===== config.mk =====
export PLATFORM = sky130hd
export DESIGN_NAME = bp_fpga_host_tx_arbiter
export DESIGN_NICKNAME = d
export VERILOG_FILES = /design/src/rtl/bp_fpga_host_pkg.sv /design/src/rtl/bp_fpga_host_rr_arb.sv /design/src/rtl/bp_fpga_host_tx_arbiter.sv
export SDC_FILE = /design/constraint.sdc
export NUM_CORES = 1
export LEC_CHECK = 0
export ABC_AREA = 1
export CORE_ASPECT_RATIO = 2
export CORE_MARGIN = 3
export CORE_UTILIZATION = 42
export CTS_BUF_LIST = sky130_fd_sc_hd__clkbuf_8
export DETAILED_ROUTE_END_ITERATION = 10
export GPL_TIMING_DRIVEN = 0
export PLACE_DENSITY = 0.77
export SYNTH_ARGS = -nofsm -noshare
export SYNTH_HDL_FRONTEND = slang
export SYNTH_SLANG_ARGS = --single-unit

===== constraint.sdc =====
create_clock -name clk_i -period 3.81 [get_ports clk_i]
set_input_delay 0.5715 -clock clk_i [delete_from_list [all_inputs] [get_ports clk_i]]
set_output_delay 0.5715 -clock clk_i [all_outputs]
set_load 0.005 [all_outputs]

===== src/rtl/bp_fpga_host_pkg.sv =====
// Shared FPGA-host NBF definitions: packet layout, opcodes and size helpers.
// Used by the TX arbiter, the round-robin arbiter and the RX deserializer.
package bp_fpga_host_pkg;

  localparam int unsigned nbf_opcode_width_gp = 8;
  localparam int unsigned nbf_addr_width_gp   = 40;
  localparam int unsigned nbf_data_width_gp   = 64;

  // NBF packet layout for a given address width; opcode sits at the LSB
  `define BP_FPGA_HOST_NBF_DECLARE(addr_w) \
    typedef struct packed { \
      logic [63:0]       data; \
      logic [addr_w-1:0] addr; \
      logic [7:0]        opcode; \
    } bp_fpga_host_nbf_s

  // Default-width packet
  typedef struct packed {
    logic [nbf_data_width_gp-1:0]   data;
    logic [nbf_addr_width_gp-1:0]   addr;
    logic [nbf_opcode_width_gp-1:0] opcode;
  } bp_fpga_host_nbf_default_s;

  typedef enum logic [7:0] {
    e_nbf_write_4  = 8'h02,
    e_nbf_write_8  = 8'h03,
    e_nbf_read_4   = 8'h12,
    e_nbf_read_8   = 8'h13,
    e_nbf_putch    = 8'h80,
    e_nbf_fence    = 8'hFE,
    e_nbf_finish   = 8'hFF
  } bp_fpga_host_nbf_opcode_e;

  // Whole bytes in one serialized NBF packet
  function automatic int unsigned nbf_pkt_bytes(input int unsigned op_w,
                                                input int unsigned addr_w,
                                                input int unsigned data_w);
    return (op_w + addr_w + data_w) / 8;
  endfunction

  // Index width that stays at least one bit for a single element
  function automatic int unsigned id_width(input int unsigned n);
    return (n > 1) ? $clog2(n) : 1;
  endfunction

endpackage


===== src/rtl/bp_fpga_host_rr_arb.sv =====
// Combinational round-robin arbiter: first requester at or after ptr_i wins.
// Ports: req_i (requests), ptr_i (current priority pointer), grant_o (one-hot),
//        id_o (winner index), v_o (any request), ptr_next_o (winner+1 mod els_p).
module bp_fpga_host_rr_arb
  import bp_fpga_host_pkg::*;
#(
  parameter  int unsigned els_p   = 2,
  localparam int unsigned id_w_lp = id_width(els_p)
) (
  input  logic [els_p-1:0]   req_i,
  input  logic [id_w_lp-1:0] ptr_i,
  output logic [els_p-1:0]   grant_o,
  output logic [id_w_lp-1:0] id_o,
  output logic               v_o,
  output logic [id_w_lp-1:0] ptr_next_o
);

  logic [id_w_lp-1:0]              w_dist [els_p];
  logic [id_w_lp-1:0][els_p-1:0]   w_idbits;

  // Distance of each source from the pointer; nearest requester wins
  for (genvar k = 0; k < els_p; k++) begin : g_src
    logic [els_p-1:0] w_closer;
    assign w_dist[k] = id_w_lp'((32'(k) + els_p - 32'(ptr_i)) % els_p);
    for (genvar j = 0; j < els_p; j++) begin : g_cmp
      assign w_closer[j] = req_i[j] && (w_dist[j] < w_dist[k]);
    end
    assign grant_o[k] = req_i[k] && !(|w_closer);
  end

  // One-hot to index encode
  for (genvar b = 0; b < id_w_lp; b++) begin : g_idb
    for (genvar k = 0; k < els_p; k++) begin : g_src
      assign w_idbits[b][k] = grant_o[k] && (((k >> b) % 2) == 1);
    end
    assign id_o[b] = |w_idbits[b];
  end

  assign v_o        = |req_i;
  assign ptr_next_o = (32'(id_o) == els_p - 1) ? '0 : id_o + 1'b1;

endmodule


===== src/rtl/bp_fpga_host_tx_arbiter.sv =====
// Grants whole NBF packets round-robin and serializes them LSB byte first.
// Ports: clk_i/reset_i (async active-high), pkt_i/pkt_v_i/pkt_yumi_o (packet
//        sources, valid->yumi), byte_o/byte_v_o/byte_ready_and_i (UART TX),
//        grant_id_o (source being sent), busy_o (high while sending).
module bp_fpga_host_tx_arbiter
  import bp_fpga_host_pkg::*;
#(
  parameter  int unsigned els_p              = 2,
  parameter  int unsigned nbf_addr_width_p   = 40,
  parameter  int unsigned nbf_data_width_p   = 64,
  parameter  int unsigned nbf_opcode_width_p = 8,
  localparam int unsigned pkt_bytes_lp = nbf_pkt_bytes(nbf_opcode_width_p,
                                                       nbf_addr_width_p,
                                                       nbf_data_width_p),
  localparam int unsigned pkt_w_lp     = 8 * pkt_bytes_lp,
  localparam int unsigned id_w_lp      = id_width(els_p),
  localparam int unsigned cnt_w_lp     = (pkt_bytes_lp > 1) ? $clog2(pkt_bytes_lp) : 1
) (
  input  logic                      clk_i,
  input  logic                      reset_i,
  input  logic [els_p*pkt_w_lp-1:0] pkt_i,
  input  logic [els_p-1:0]          pkt_v_i,
  output logic [els_p-1:0]          pkt_yumi_o,
  output logic [7:0]                byte_o,
  output logic                      byte_v_o,
  input  logic                      byte_ready_and_i,
  output logic [id_w_lp-1:0]        grant_id_o,
  output logic                      busy_o
);

  typedef enum logic {e_idle, e_send} state_e;

  state_e              r_state, w_state_n;
  logic [id_w_lp-1:0]  r_ptr, w_ptr_n;
  logic [id_w_lp-1:0]  r_grant_id, w_grant_id_n;
  logic [cnt_w_lp-1:0] r_cnt, w_cnt_n;
  logic [pkt_w_lp-1:0] r_shift, w_shift_n;
  logic [pkt_w_lp-1:0] w_pkt_sel;
  logic [els_p-1:0]    w_arb_grant;
  logic [id_w_lp-1:0]  w_arb_id, w_arb_ptr_next;
  logic                w_arb_v;

  bp_fpga_host_rr_arb #(.els_p(els_p)) u_rr_arb (
    .req_i      (pkt_v_i),
    .ptr_i      (r_ptr),
    .grant_o    (w_arb_grant),
    .id_o       (w_arb_id),
    .v_o        (w_arb_v),
    .ptr_next_o (w_arb_ptr_next)
  );

  // AND-OR select of the granted source's packet
  for (genvar b = 0; b < pkt_w_lp; b++) begin : g_bit
    logic [els_p-1:0] w_col;
    for (genvar k = 0; k < els_p; k++) begin : g_src
      assign w_col[k] = pkt_i[k*pkt_w_lp + b] & w_arb_grant[k];
    end
    assign w_pkt_sel[b] = |w_col;
  end

  // State and datapath registers
  always_ff @(posedge clk_i or posedge reset_i) begin
    if (reset_i) begin
      r_state    <= e_idle;
      r_ptr      <= '0;
      r_grant_id <= '0;
      r_cnt      <= '0;
      r_shift    <= '0;
    end else begin
      r_state    <= w_state_n;
      r_ptr      <= w_ptr_n;
      r_grant_id <= w_grant_id_n;
      r_cnt      <= w_cnt_n;
      r_shift    <= w_shift_n;
    end
  end

  // Next state and outputs; yumi is combinational on pkt_v_i in IDLE only
  always_comb begin
    w_state_n    = r_state;
    w_ptr_n      = r_ptr;
    w_grant_id_n = r_grant_id;
    w_cnt_n      = r_cnt;
    w_shift_n    = r_shift;
    pkt_yumi_o   = '0;
    byte_v_o     = 1'b0;
    busy_o       = 1'b0;
    unique case (r_state)
      e_idle: begin
        if (w_arb_v && !reset_i) begin
          pkt_yumi_o   = w_arb_grant;
          w_shift_n    = w_pkt_sel;
          w_grant_id_n = w_arb_id;
          w_cnt_n      = '0;
          w_ptr_n      = w_arb_ptr_next;
          w_state_n    = e_send;
        end
      end
      e_send: begin
        byte_v_o = 1'b1;
        busy_o   = 1'b1;
        if (byte_ready_and_i) begin
          w_shift_n = r_shift >> 8;
          w_cnt_n   = r_cnt + 1'b1;
          if (r_cnt == cnt_w_lp'(pkt_bytes_lp - 1)) begin
            w_state_n = e_idle;
          end
        end
      end
      default: w_state_n = e_idle;
    endcase
  end

  assign byte_o     = r_shift[7:0];
  assign grant_id_o = r_grant_id;

endmodule

==> results of run 1 <==
## where the power goes
| group | switching (W) | leakage, nW | internal (W) | total, W |
|---|---|---|---|---|
| Sequential | 0.000308 | 1.52 | 0.00178 | 0.00209 |
| Combinational | 0.00188 | 3.06 | 0.00127 | 0.00316 |
| Clock | 0.000557 | 0.201 | 0.000688 | 0.00125 |
| Total | 0.00275 | 4.78 | 0.00374 | 0.00649 |
## metal layers
metal  up-vias  track usage (%)
li1       4275                -
met1      3980             26.6
met2       310             49.2
met3        82             3.63
met4         0             14.2
met5         -                0
## per-stage QoR
step	instance area, sq um	hold slack [ps]	instances	power, W
2_1_floorplan	7570	450	1136	0.00417
3_5_place_dp	10300	465	1586	0.00524
6_report	10700	484	1618	0.00649
5_1_grt	10700	500	1618	0.00702
3_3_place_gp	10200	462	1585	0.00516
4_1_cts	10700	485	1618	0.00651
## worst paths after layout
path	end	slack [ps]	cells past startpoint
setup / recovery	pkt_yumi_o[1]	840	6
hold / removal	r_shift[5]$_DFFE_PP0P_	480	2
setup reg to reg	r_shift[37]$_DFFE_PP0P_	1980	6
hold reg to reg	r_shift[5]$_DFFE_PP0P_	480	2
max in group asynchronous	r_shift[30]$_DFFE_PP0P_	2520	3
min in group asynchronous	r_cnt[1]$_DFFE_PP0P_	580	2
## cell type report
class	instances	share of cell area, %
Sequential cell	119	27.9
Timing Repair Buffer	240	22.6
Clock buffer	19	2.45
Clock inverter	13	1.60
Inverter	8	0.328
Tap cell	210	2.46
Buffer	113	5.62
Multi-Input combinational cell	896	37.1
## layout by cell type (no fill, tap or decap), types with 5 or more instances in the layout
| cell | count |
|---|---|
| nand2_2 | 5 |
| buf_6 | 8 |
| clkbuf_8 | 19 |
| clkdlybuf4s50_1 | 239 |
| a21oi_1 | 108 |
| buf_4 | 15 |
| clkbuf_1 | 36 |
| buf_2 | 48 |
| nand2_1 | 338 |
| dfrtp_1 | 119 |
| buf_1 | 6 |
| nand3_1 | 329 |
| clkinvlp_4 | 5 |
| nor2_1 | 109 |
| inv_2 | 5 |
## kinds of logic (layout without fill, tap and decap cells)
family / Yosys count / count (layout)
buffers and inverters: 121 / 393
AND/OR/NAND/NOR: 784 / 784
adder cells (fa/ha/maj): 2 / 2
AO/OA/AOI/OAI: 110 / 110
flip-flops: 119 / 119
## worst reg2reg max path: cells and delay by family, from the launching register on
family	cells	cell delay [ps]
buf+inv	3	890
flops	1	470
simple gates	3	360
## state kept, by name, indices dropped and copies added, names as in the netlist
name and count:
r_state 1, grant_id_o 1, r_shift 112, r_ptr 1, r_cnt 4
==> impl_metrics.env, run 1 <==
export IMPL_slew_headroom_pct=66.5
export IMPL_crit_top_cell="clkdlybuf4s50_1"
export IMPL_wire_per_inst_microns=16.3
export IMPL_worst_slew_pin_slew_ps=502
export IMPL_clk_pin_slew_ps=80
export IMPL_ant_nets=0
export IMPL_fill_cells=1661
export IMPL_synth_compound_area_share_pct=7.29
export IMPL_synthArstFlopShare_pct=100
export IMPL_skew_ps=13.7
export IMPL_power_density_mw_per_mm2=607
export IMPL_cp_start_kind="input pin"
export IMPL_worstHoldStart="r_shift[5]$_DFFE_PP0P_"
export IMPL_n_antenna_cell=0
export IMPL_cts_made_buffers=17
export IMPL_grt_ovfl_total=0
export IMPL_peakVddDrop_v=0.000271
export IMPL_multi_input_area_sq_mm=0.00396
export IMPL_gp_congestion=0.930
export IMPL_synth_area_leaders="dfrtp_1, nand3_1, nand2_1"
export IMPL_finalCritPeriodShare_pct=77.9
export IMPL_drt_initial_drc_count=493
export IMPL_antenna_found_initial=0
export IMPL_place_ws_ps=861
export IMPL_drt_vias_per_instance=5.34
export IMPL_grt_usage_pct=26.1
export IMPL_p_leak_nw=4.78
export IMPL_io_pins=242
export IMPL_syn_to_final_growth_pct=41.2
export IMPL_ys_ff_latch=119
export IMPL_setup_worst_path_start="reset_i"
export IMPL_cts_sinks=119
export IMPL_crit_arrival_ps=2400
export IMPL_drc=0
export IMPL_portBuffers=239
export IMPL_cpPeakStageDelay_ps=570
export IMPL_cp_end_kind="output port"
export IMPL_via_count=8647
export IMPL_die_w_microns=101
export IMPL_grt_max_degree=74
export IMPL_yosys_area_top_type="dfrtp_1"
export IMPL_htree_num_levels=4
export IMPL_firstDrtPassIters=5
export IMPL_synth_top_area_share_pct=39.3
export IMPL_drive_gt1_share_pct=8.31
export IMPL_maxSlewViolCount=0
export IMPL_syn_avg_cell_area_sq_um=6.66
export IMPL_critPathTopFamily="buffers and inverters"
export IMPL_syn_num_nets=1367
export IMPL_critPathKind="in2out"
export IMPL_top_layer_used="met4"
export IMPL_synth_ff_type="dfrtp_1"
export IMPL_ys_warn_count=0
export IMPL_cts_tree="yes"
export IMPL_synth_most_common_cell="nand2_1"
export IMPL_r2r_start="r_state$_DFF_PP0_"
export IMPL_initial_core_util_pct=43.4
export IMPL_synth_simple_gate_area_share_pct=44.7
export IMPL_ys_seq_area_share_pct=39.3
export IMPL_synth_area_sq_mm=0.00757
export IMPL_postCtsHoldBufs=0
export IMPL_utilization_pct=61.3
export IMPL_die_h_microns=196
export IMPL_synth_fa_ha_area_share_pct=0.331
export IMPL_setup_viol=0
export IMPL_max_clock_freq_mhz=337
export IMPL_cts_root_buf="clkbuf_8"
export IMPL_post_cts_resized=0
export IMPL_wl_met3_microns=1300
export IMPL_synth_top_family_by_area="simple AND/OR/NAND/NOR gates"
export IMPL_crit_chain="clkdlybuf4s50_1, nor2_1, nand2_2, buf_4, nor2_4, clkdlybuf4s50_1"
export IMPL_dieArea_sq_mm=0.0198
export IMPL_hold_class="reg2reg"
export IMPL_synth_xor_area_share_pct=0
export IMPL_wl_met1_microns=9400
export IMPL_clk_latency_ps=440
export IMPL_detailed_place_hpwl_microns=20100
export IMPL_maxCapViolCount=0
export IMPL_hold_violations=0
export IMPL_cts_setup_buffers=0
export IMPL_critPathRequiredTime_ps=3240
export IMPL_cp_max_fo=10
export IMPL_cts_path_max_buffers=2
export IMPL_status="complete, no violations"
export IMPL_tns_ps=0
export IMPL_seqCellArea_sq_mm=0.00298
export IMPL_core_sq_mm=0.0174
export IMPL_period_needed_ps=2970
export IMPL_synthCells=1136
export IMPL_synth_mux_area_share_pct=0
export IMPL_routed_wl_microns=26400
export IMPL_num_rows=68
export IMPL_yosysUniqueCellTypes=18
export IMPL_grt_pass1_vias=8773
export IMPL_crit_buf_inv=3
export IMPL_yosys_top_cells_count="nand2_1, nand3_1, dfrtp_1"
export IMPL_grt_pass1_wl_microns=40700
export IMPL_finalNetCount=1626
export IMPL_synth_enable_flop_cells=0
export IMPL_worst_slack_ps=842
export IMPL_cpMaxStageDelayCell="clkdlybuf4s50_1"
export IMPL_wl_met2_microns=14400
export IMPL_rsz0062_at_grt="false"
No activity file was read; power rests on OpenSTA's default activity.
==> inputs of run 2 (changes only) <==
--- a/config.mk
+++ b/config.mk
@@ -12,7 +12,7 @@
 export CTS_BUF_LIST = sky130_fd_sc_hd__clkbuf_8
 export DETAILED_ROUTE_END_ITERATION = 10
 export GPL_TIMING_DRIVEN = 0
-export PLACE_DENSITY = 0.77
+export PLACE_DENSITY = 0.74
 export SYNTH_ARGS = -nofsm -noshare
 export SYNTH_HDL_FRONTEND = slang
 export SYNTH_SLANG_ARGS = --single-unit
==> constraint.sdc (replaced) <==
create_clock -name clk_i -period 3.1 [get_ports clk_i]
set_input_delay 0.465 -clock clk_i [delete_from_list [all_inputs] [get_ports clk_i]]
set_output_delay 0.465 -clock clk_i [all_outputs]
set_load 0.005 [all_outputs]
==> run 2 against run 1 <==
Net effect:
- sequential power increased by 22%
- design area rose by 0.20%
- critical path depth unchanged
- largest power group unchanged
==> impl_metrics.env, run 2 (synthesis results as in run 1) <==
export IMPL_top_register="r_shift"
export IMPL_max_clock_freq_mhz=358
export IMPL_cts_made_buffers=17
export IMPL_cp_start_kind="register"
export IMPL_peakVddDrop_v=0.000361
export IMPL_final_cells=1620
export IMPL_grt_ovfl_total=0
export IMPL_via_count=8545
export IMPL_portBuffers=239
export IMPL_switching_power_w=0.00340
export IMPL_postCtsHoldBufs=0
export IMPL_p_leak_nw=4.80
export IMPL_die_w_microns=101
export IMPL_firstDrtPassIters=5
export IMPL_grt_pass1_vias=8689
export IMPL_largest_reg_flops=112
export IMPL_cpMaxStageDelayCell="clkdlybuf4s50_1"
export IMPL_finalCritPeriodShare_pct=90.2
export IMPL_syn_to_final_growth_pct=41.5
export IMPL_critPathRequiredTime_ps=2630
export IMPL_maxCapViolCount=0
export IMPL_netSwitchingFraction_pct=42.7
export IMPL_top_regs="r_shift x112, r_cnt x4"
export IMPL_post_cts_resized=0
export IMPL_core_sq_mm=0.0174
export IMPL_slew_headroom_pct=64.5
export IMPL_drc=0
export IMPL_n_antenna_cell=0
export IMPL_critPathKind="reg2out"
export IMPL_rsz0062_at_grt="false"
export IMPL_cpPeakStageDelay_ps=570
export IMPL_hold_violations=0
export IMPL_io_pins=242
export IMPL_clk_latency_ps=440
export IMPL_grt_pass1_wl_microns=41800
export IMPL_pwr_share_clk_pct=19.2
export IMPL_antenna_found_initial=0
export IMPL_gp_congestion=0.933
export IMPL_finalNetCount=1628
export IMPL_power_density_mw_per_mm2=744
export IMPL_setup_viol=0
export IMPL_cp_end_kind="output port"
export IMPL_cts_sinks=119
export IMPL_stdcell_area_sq_mm=0.0107
export IMPL_cts_tree="yes"
export IMPL_whs_ps=454
export IMPL_wire_per_inst_microns=16.4
export IMPL_cts_root_buf="clkbuf_8"
export IMPL_pwr_share_seq_pct=32.0
export IMPL_drive_gt1_share_pct=8.44
export IMPL_status="complete, no violations"
export IMPL_cts_setup_buffers=0
export IMPL_dieArea_sq_mm=0.0198
export IMPL_cp_max_fo=10
export IMPL_worst_slew_pin_slew_ps=531
export IMPL_skew_ps=18.4
export IMPL_fill_cells=1694
export IMPL_maxSlewViolCount=0
export IMPL_placed_area_sq_mm=0.0103
export IMPL_final_cell_mix="nand2_1, nand3_1, clkdlybuf4s50_1"
export IMPL_grt_usage_pct=26.7
export IMPL_clk_pin_slew_ps=80
export IMPL_cts_path_max_buffers=2
export IMPL_period_needed_ps=2800
export IMPL_final_common_cell="nand2_1"
export IMPL_ant_nets=0
export IMPL_grt_max_degree=40
export IMPL_hold_class="in2async"
export IMPL_drt_vias_per_instance=5.27
export IMPL_crit_arrival_ps=2330
export IMPL_initial_core_util_pct=43.4
export IMPL_p_int_w=0.00457
export IMPL_num_rows=68
export IMPL_pwr_share_comb_pct=48.8
export IMPL_die_h_microns=196
export IMPL_htree_num_levels=4
export IMPL_drt_initial_drc_count=509
export IMPL_place_inst=1588
export IMPL_routed_wl_microns=26500
export IMPL_crit_chain="inv_2, nand2_2, buf_4, nand2_1, nor2_4, clkdlybuf4s50_1"
export IMPL_detailed_place_hpwl_microns=20400
[run 2: cell count changes in the layout (fill, tap and decap cells not counted)]
cell / previous run / this run
clkinvlp_4: 5 / 3
clkbuf_8: 19 / 17
buf_16: 1 / 0
inv_6: 3 / 7
clkinv_4: 3 / 2
clkinv_2: 0 / 1
buf_12: 0 / 3
[run 2: stage by stage]
stage	setup WS, ps	power [W]	setup TNS (ps)	util (%)
5_1_grt	217	0.00867	0	61.4
3_3_place_gp	-29.3	0.00636	-2790	58.6
4_1_cts	293	0.00802	0	61.4
3_5_place_dp	421	0.00646	0	59.0
2_1_floorplan	1180	0.00512	0	-
6_report	304	0.00797	0	61.4
[run 2: worst paths after layout]
| path | start | end | slack (ps) | cells past startpoint |
|---|---|---|---|---|
| hold reg to reg | r_shift[91]$_DFFE_PP0P_ | r_shift[91]$_DFFE_PP0P_ | 480 | 2 |
| hold / removal | reset_i | r_shift[80]$_DFFE_PP0P_ | 450 | 2 |
| setup / recovery | r_ptr$_DFFE_PP0P_ | pkt_yumi_o[1] | 300 | 6 |
| min in group clk_i | r_shift[91]$_DFFE_PP0P_ | r_shift[91]$_DFFE_PP0P_ | 480 | 2 |
| max in group asynchronous | reset_i | r_shift[18]$_DFFE_PP0P_ | 1830 | 4 |
| setup reg to reg | r_state$_DFF_PP0_ | r_shift[38]$_DFFE_PP0P_ | 1210 | 6 |
[run 2: per-layer routing]
metal / vias up / share of wire, % / global-route usage, %
met5: - / 0 / 0
met1: 3903 / 36 / 28.5
li1: 4282 / - / -
met2: 277 / 55 / 49.4
met4: 0 / 4.8 / 13.5
met3: 83 / 4.4 / 3.81
[run 2: area by class of cell]
type | count | area, sq um | share of cell area [%]
Inverter | 8 | 33.8 | 0.315
Clock buffer | 17 | 234 | 2.18
Multi-Input combinational cell | 896 | 3960 | 37.0
Buffer | 113 | 601 | 5.61
Clock inverter | 15 | 189 | 1.76
Timing Repair Buffer | 242 | 2450 | 22.9
Sequential cell | 119 | 2980 | 27.8
Tap cell | 210 | 263 | 2.45
[run 2: worst max-delay path: cells and delay by family, from the launching register on]
kind | cells | cell delay, ps
flops | 1 | 370
simple gates | 3 | 640
buf+inv | 3 | 890
[run 2: power by group through the flow]
stage / Sequential [W] / Combinational (W) / Clock [W]
2_1_floorplan: 0.00247 / 0.00266 / 0
3_3_place_gp: 0.00255 / 0.00381 / 0
3_5_place_dp: 0.00257 / 0.00389 / 0
4_1_cts: 0.00255 / 0.00392 / 0.00155
5_1_grt: 0.00263 / 0.00443 / 0.00162
6_report: 0.00255 / 0.00389 / 0.00153
